**config.mk**
```make
export PLATFORM = sky130hd
export DESIGN_NAME = _demux8_reg
export DESIGN_NICKNAME = d
export VERILOG_FILES = /design/src/rtl/_demux8_reg_pkg.sv /design/src/rtl/_demux8_reg_dec3to8.sv /design/src/rtl/_demux8_reg.sv
export SDC_FILE = /design/constraint.sdc
export NUM_CORES = 1
export LEC_CHECK = 0
export ABC_AREA = 1
export ABC_CLOCK_PERIOD_IN_PS = 3000
export BUFFER_PORTS_ARGS = -buffer_cell sky130_fd_sc_hd__buf_4
export CAP_MARGIN = 20
export CELL_PAD_IN_SITES_DETAIL_PLACEMENT = 1
export CELL_PAD_IN_SITES_GLOBAL_PLACEMENT = 2
export CORE_ASPECT_RATIO = 0.6
export CORE_MARGIN = 5
export CORE_UTILIZATION = 19
export CTS_CLUSTER_SIZE = 25
export DETAILED_ROUTE_END_ITERATION = 10
export PLACE_DENSITY_LB_ADDON = 0.15
export REMOVE_ABC_BUFFERS = 1
export SYNTH_ARGS = -nofsm -noshare
export SYNTH_HDL_FRONTEND = slang
export SYNTH_SLANG_ARGS = --single-unit
```
**constraint.sdc**
```tcl
create_clock -name clk -period 3 [get_ports clk]
set_clock_uncertainty 0.2 [all_clocks]
set_input_delay 0.75 -clock clk [delete_from_list [all_inputs] [get_ports clk]]
set_output_delay 0.75 -clock clk [all_outputs]
set_load 0.02 [all_outputs]
```
**src/rtl/_demux8_reg_pkg.sv**
```systemverilog
// Shared constants, select type, FSM encodings and the one-hot helper used by
// the 8-way distribution datapath.
package constants;

    localparam int WORD_LENGTH = 32;
    localparam int DEMUX8_WAYS = 8;

    typedef logic [2:0] sel8_t;

    // Holding-register state, derived from the owed-channel mask
    localparam logic [0:0] ST_EMPTY = 1'b0;
    localparam logic [0:0] ST_HOLD  = 1'b1;

    function automatic logic [DEMUX8_WAYS-1:0] onehot8(input sel8_t s);
        logic [DEMUX8_WAYS-1:0] m;
        m    = '0;
        m[s] = 1'b1;
        return m;
    endfunction

endpackage

```
**src/rtl/_demux8_reg_dec3to8.sv**
```systemverilog
// Purpose: 3-to-8 one-hot decoder from a channel select to a channel mask.
// Latency: combinational.
// Backpressure: none; pure function of sel.
module _dec3to8
    import constants::*;
(
    input  sel8_t                  sel,
    output logic [DEMUX8_WAYS-1:0] mask
);

    assign mask = onehot8(sel);

endmodule

```
**src/rtl/_demux8_reg.sv**
```systemverilog
// Purpose: registered 1-to-8 demux; one held word owed to the channels in pend_q.
// Latency: word accepted at edge k is valid on its channel from cycle k+1.
// Backpressure: in_ready drops combinationally while any owed channel has out_ready low.
// Build option: DEMUX8_BROADCAST_EN adds the bcast port (load all eight channels).
module _demux8_reg
    import constants::*;
#(
    parameter int n = WORD_LENGTH
) (
    input  logic                   clk,
    input  logic                   rst_n,
    input  logic                   in_valid,
    output logic                   in_ready,
    input  sel8_t                  sel,
    input  logic [n-1:0]           in,
`ifdef DEMUX8_BROADCAST_EN
    input  logic                   bcast,
`endif
    output logic [n-1:0]           out [DEMUX8_WAYS-1:0],
    output logic [DEMUX8_WAYS-1:0] out_valid,
    input  logic [DEMUX8_WAYS-1:0] out_ready
);

    logic [n-1:0]           data_q;
    logic [DEMUX8_WAYS-1:0] pend_q;
    logic [DEMUX8_WAYS-1:0] drain;
    logic [DEMUX8_WAYS-1:0] sel_mask;
    logic [DEMUX8_WAYS-1:0] load_mask;
    logic [0:0]             state;
    logic                   accept;

    _dec3to8 u_dec (
        .sel  (sel),
        .mask (sel_mask)
    );

`ifdef DEMUX8_BROADCAST_EN
    assign load_mask = bcast ? {DEMUX8_WAYS{1'b1}} : sel_mask;
`else
    assign load_mask = sel_mask;
`endif

    assign state = (pend_q == '0) ? ST_EMPTY : ST_HOLD;

    // Channels still owed after this cycle; a reload is allowed as soon as none remain,
    // which lets the last drain and the next accept share one edge.
    assign drain    = pend_q & ~out_ready;
    assign in_ready = (state == ST_EMPTY) || (drain == '0);
    assign accept   = in_valid & in_ready;

    always_ff @(posedge clk or negedge rst_n) begin
        if (!rst_n) begin
            pend_q <= '0;
            data_q <= '0;
        end else if (accept) begin
            pend_q <= load_mask;
            data_q <= in;
        end else begin
            pend_q <= drain;
        end
    end

    assign out_valid = pend_q;

    for (genvar i = 0; i < DEMUX8_WAYS; i++) begin : g_out
        assign out[i] = pend_q[i] ? data_q : '0;
    end

endmodule

```
==> results.json, run 1 <==
{
  "status": "completed",
  "die_y_um": 123,
  "min_path_type": "input pin to async pin",
  "die_x_um": 199,
  "cts_inserted_buffers": 5,
  "critPathCaptureType": "output pin",
  "via_count": 5109,
  "peakVddDrop_mv": 0.168,
  "ant_nets": 0,
  "cap_violations": 0,
  "busiest_layer": "met1",
  "diodes": 0,
  "crit_type": "flop to output pin",
  "clock_path_buffers": 2,
  "netlist_area_um2": 4080,
  "setup-violations-final": 0,
  "period_needed_ps": 2590,
  "final_cell_mix": "nand2_1 (328), buf_4 (326), inv_1 (267)",
  "yosysTopAreaCellShare": 0.302,
  "critPathRequiredTime_ps": 2050,
  "cp-startpoint": "out_valid[5]",
  "via_per_inst": 3.89,
  "seq_area_frac_synth": 0.245,
  "p_leak_nw": 5.46,
  "fmaxAchievable_mhz": 385,
  "clock_latency_ps": 280,
  "wl_per_cell_um": 16.5,
  "cp_top_family": "simple AND/OR/NAND/NOR gates",
  "r2r_end": "data_q[27]",
  "nNetsFinal": 1078,
  "gp_congestion": 0.784,
  "dpl.hpwl_mm": 16.8,
  "root_buffer": "clkbuf_16",
  "syn_to_final_growth_pct": 62.3,
  "cts_htree_levels": 2,
  "power.total_mw": 2.49,
  "clock-sinks": 40,
  "portBuffers": 310,
  "critical_path_buf_inv_count": 1,
  "initial_core_util": 0.193,
  "crit_path_max_incr_delay_ps": 580,
  "wirelength_mm": 21.6,
  "crit_arrival_ps": 1640,
  "cts_tree": "yes",
  "track_usage": 0.165,
  "ff2ff_setup_slack_ps": 640,
  "p_per_area_nw_per_um2": 377,
  "final_max_slew_viol_count": 0,
  "cts.repair.resized": 0,
  "fp.coreArea_um2": 21100,
  "report.final.hold_viol_count": 0,
  "use_met1": 0.252,
  "synth_top_area_cell": "nand2_1",
  "first_iter_violations": 257,
  "reg2reg_depth": 7,
  "met2_usage": 0.245,
  "rsz0062_at_grt": "no",
  "rows": 41,
  "drc": 0,
  "ys_ff_latch": 40,
  "critical_path.cell_chain": "nand2_4 > nand2_2 > nor2_4 > and2_1 > buf_4",
  "syn_avg_cell_area_um2": 5.24,
  "tightest_slew_ps": 577,
  "cts-hold-fix-buffers": 0,
  "grt_pass1_vias": 4991,
  "critPathSlowestCell": "dfrtp_2",
  "setup_tns_ps": 0,
  "grt_first_pass_wirelength_mm": 31.6,
  "netlist_instances": 779,
  "cp-start-kind": "flop",
  "drive_above_1_share": 0.341,
  "finalCritPeriodShare": 0.865,
  "slew_headroom": 0.615,
  "die_area_um2": 24600,
  "overflow": 0,
  "synth_warnings": 0,
  "firstDrtPassIters": 4,
  "fillerInstances": 2815,
  "synthTopCellsByArea": "nand2_1 (30%), inv_1 (25%), dfrtp_1 (25%)",
  "clkTransAtPathRegs_ps": 60,
  "critical_path.max_fanout": 18,
  "grt_use_met3": 0.0395,
  "post-cts-setup-buffers": 0,
  "layout_commonest_cell": "nand2_1",
  "rr_startpoint": "out_valid[5]",
  "antenna_found_initial": 1,
  "yosysUniqueCellTypes": 15,
  "grt_max_degree": 42,
  "pin_count": 311
}
[Yosys cell counts]
| library cell | instances |
|---|---|
| buf_6 | 6 |
| nand4_1 | 40 |
| nand3_4 | 1 |
| nor2_4 | 1 |
| buf_4 | 4 |
| clkbuf_1 | 31 |
| nand2_1 | 328 |
| buf_2 | 39 |
| nand2_2 | 9 |
| dfrtp_1 | 40 |
| inv_1 | 267 |
| nor3_1 | 8 |
| nor2_8 | 1 |
| and2_1 | 1 |
| nand2_4 | 3 |
[power by group]
group	internal, mW	switching (mW)	leakage [nW]
Sequential	0.646	0.281	0.494
Clock	0.332	0.221	0.0712
Combinational	0.383	0.630	4.89
Total	1.36	1.13	5.46
[worst max path at each step]
stage / slack [ps] / endpoint / depth (start not counted)
after detailed placement: 380 / data_q[27] / 9
after floorplan: 200 / in_ready / 4
after global routing: 310 / in_ready / 5
after global placement: 400 / data_q[22] / 9
final: 410 / in_ready / 5
after CTS: 340 / in_ready / 5
[routing by layer]
metal	vias to the layer above	part of all wire	routed length, um
met4	2	0.00097	21
met1	2346	0.51	10900
met3	5	0.081	1740
met2	163	0.41	8880
li1	2593	-	-
met5	-	0.00093	20
[through the flow]
step	worst slack (ps)	hold WS (ps)	utilization	cells	cell area, um2
5_1_grt	306	297	0.314	1312	6620
2_1_floorplan	200	254	-	699	3670
4_1_cts	338	282	0.314	1312	6620
3_3_place_gp	404	332	0.307	1304	6470
6_report	406	255	0.314	1312	6620
3_5_place_dp	379	324	0.307	1304	6470
[registers in the layout (all words and copies together) (netlist names)]
signal / cells
out_valid: 8
data_q: 32
[area by class of cell]
| class | count | area (um2) | area share |
|---|---|---|---|
| repair buffers | 326 | 2450 | 0.370 |
| multi-input cells | 392 | 1670 | 0.252 |
| flip-flops and latches | 40 | 1010 | 0.152 |
| inverters | 267 | 1000 | 0.151 |
| well taps | 279 | 349 | 0.0527 |
| clock buffers | 8 | 146 | 0.0221 |
[cells by family (layout without fill, tap and decap cells)]
group                  count (synthesis)  after routing  synth area share
buffers and inverters                347            601             0.346
DFF                                   40             40             0.245
and+or+nand+nor                      392            392             0.409
Power figures use the tool's default switching activity.
==> run 2: changes to the inputs <==
Settings changed: BUFFER_PORTS_ARGS -buffer_cell sky130_fd_sc_hd__buf_4 to not set, CORE_UTILIZATION 19 to 30, DONT_BUFFER_PORTS set to 1.
==> run 2 against run 1 <==
Compared with the run above:
- die area fell by 35%
- sequential power decreased by 0.9%
- final cell count down 32%
- largest power group is now sequential cells
- design area decreased by 37%
- largest cell class is now multi-input gates
- critical endpoint is now out[184]
- register-to-register slack lost 30 ps
- first-iteration DRC count decreased by 16%
- global-route usage is 2.8 points higher
- via count shrank 19%
- hold slack lost 160 ps
- total power shrank 14%
==> results.json, run 2 (synthesized netlist as in run 1, its figures left out) <==
{
  "fmaxAchievable_mhz": 393,
  "initial_core_util": 0.302,
  "tightest_slew_ps": 495,
  "finalCritPeriodShare": 0.848,
  "wl_per_cell_um": 18.3,
  "overflow": 0,
  "via_per_inst": 4.59,
  "syn_to_final_growth_pct": 2.12,
  "whs_ps": 91.5,
  "dpl.hpwl_mm": 12.3,
  "critical_path.max_fanout": 22,
  "dpl-instance-area_um2": 4000,
  "fp.coreArea_um2": 13500,
  "crit_arrival_ps": 1590,
  "wirelength_mm": 16.4,
  "grt_max_degree": 42,
  "critical_path.cell_chain": "buf_4 > nand2_1 > inv_1",
  "grt_first_pass_wirelength_mm": 24.7,
  "slew_headroom": 0.670,
  "crit_type": "flop to output pin",
  "track_usage": 0.193,
  "rsz0062_at_grt": "no",
  "layout_commonest_cell": "nand2_1",
  "crit_path_max_incr_delay_ps": 660,
  "setup-violations-final": 0,
  "setup_tns_ps": 0,
  "rows": 33,
  "peakVddDrop_mv": 0.205,
  "cts_tree": "yes",
  "clock_latency_ps": 290,
  "p_per_area_nw_per_um2": 512,
  "die_y_um": 100,
  "final_cell_mix": "nand2_1 (328), inv_1 (267), nand4_1 (40)",
  "clkTransAtPathRegs_ps": 60,
  "grt_pass1_vias": 4134,
  "critPathCaptureType": "output pin",
  "ant_nets": 0,
  "clock_path_buffers": 2,
  "nNetsFinal": 768,
  "cap_violations": 0,
  "cts_inserted_buffers": 5,
  "gp_congestion": 0.774,
  "root_buffer": "clkbuf_16",
  "pin_count": 311,
  "portBuffers": 0,
  "cts_htree_levels": 2,
  "status": "completed",
  "drc": 0,
  "report.final.hold_viol_count": 0,
  "die_area_um2": 16100,
  "first_iter_violations": 217,
  "regMostFlops": "data_q",
  "critPathSlowestCell": "dfrtp_2",
  "period_needed_ps": 2540,
  "min_path_type": "input pin to async pin",
  "clock-sinks": 40,
  "antenna_found_initial": 0,
  "fin_util": 0.308,
  "design_area_um2": 4170,
  "post-cts-setup-buffers": 0,
  "largest_register_ffs": 32,
  "diodes": 0,
  "p_leak_nw": 3.81,
  "cp-start-kind": "flop",
  "critPathRequiredTime_ps": 2050,
  "firstDrtPassIters": 4,
  "drive_above_1_share": 0.0540,
  "final_max_slew_viol_count": 0,
  "die_x_um": 161,
  "via_count": 4113
}
run 2: worst paths after layout:
kind,slack (ps),depth (start not counted),start,end
max,460,3,out_valid[5],out[184]
min,90,1,rst_n,out_valid[7]
max reg2reg,610,7,out_valid[5],data_q[7]
min reg2reg,350,2,out_valid[4],out_valid[4]
max in group asynchronous,2280,1,rst_n,out_valid[5]
min in group clk,350,2,out_valid[4],out_valid[4]
run 2: stage by stage:
stage	worst slack [ps]	std cells	total power, mW
2_1_floorplan	200	699	1.38
3_3_place_gp	553	889	1.59
3_5_place_dp	462	889	1.62
4_1_cts	424	897	2.17
5_1_grt	349	897	2.28
6_report	455	897	2.13
run 2: what timing repair did:
| item | 4_1_cts | 5_1_grt |
|---|---|---|
| hold endpoints to repair | 40 | 0 |
| hold buffers | 1 | 0 |
| gates resized for setup | 0 | 0 |
run 2: critical path, delay by kind of cell, from the launching register on:
family | cells | cell delay [ps]
simple gates | 1 | 90
flops | 1 | 660
buf+inv | 2 | 560
run 2: where the power goes:
group,switching (mW),internal (mW)
logic,0.545,0.152
clock network,0.216,0.303
registers,0.273,0.646
run 2: routing by layer:
layer / global-route usage / up-vias / part of all wire
li1: - / 1974 / -
met1: 0.255 / 1981 / 0.45
met2: 0.327 / 153 / 0.48
met3: 0.0533 / 5 / 0.067
met4: 0.0245 / 0 / 0.0034
met5: 0 / - / 0
run 2: cell type report:
cell class / count / area, um2
clock buffer: 6 / 129
timing repair buffer: 16 / 140
fill: 1896 / 9340
inverter: 267 / 1000
clock inverter: 1 / 5.00
tap: 175 / 219
sequential: 40 / 1000
multi-input combinational: 392 / 1670
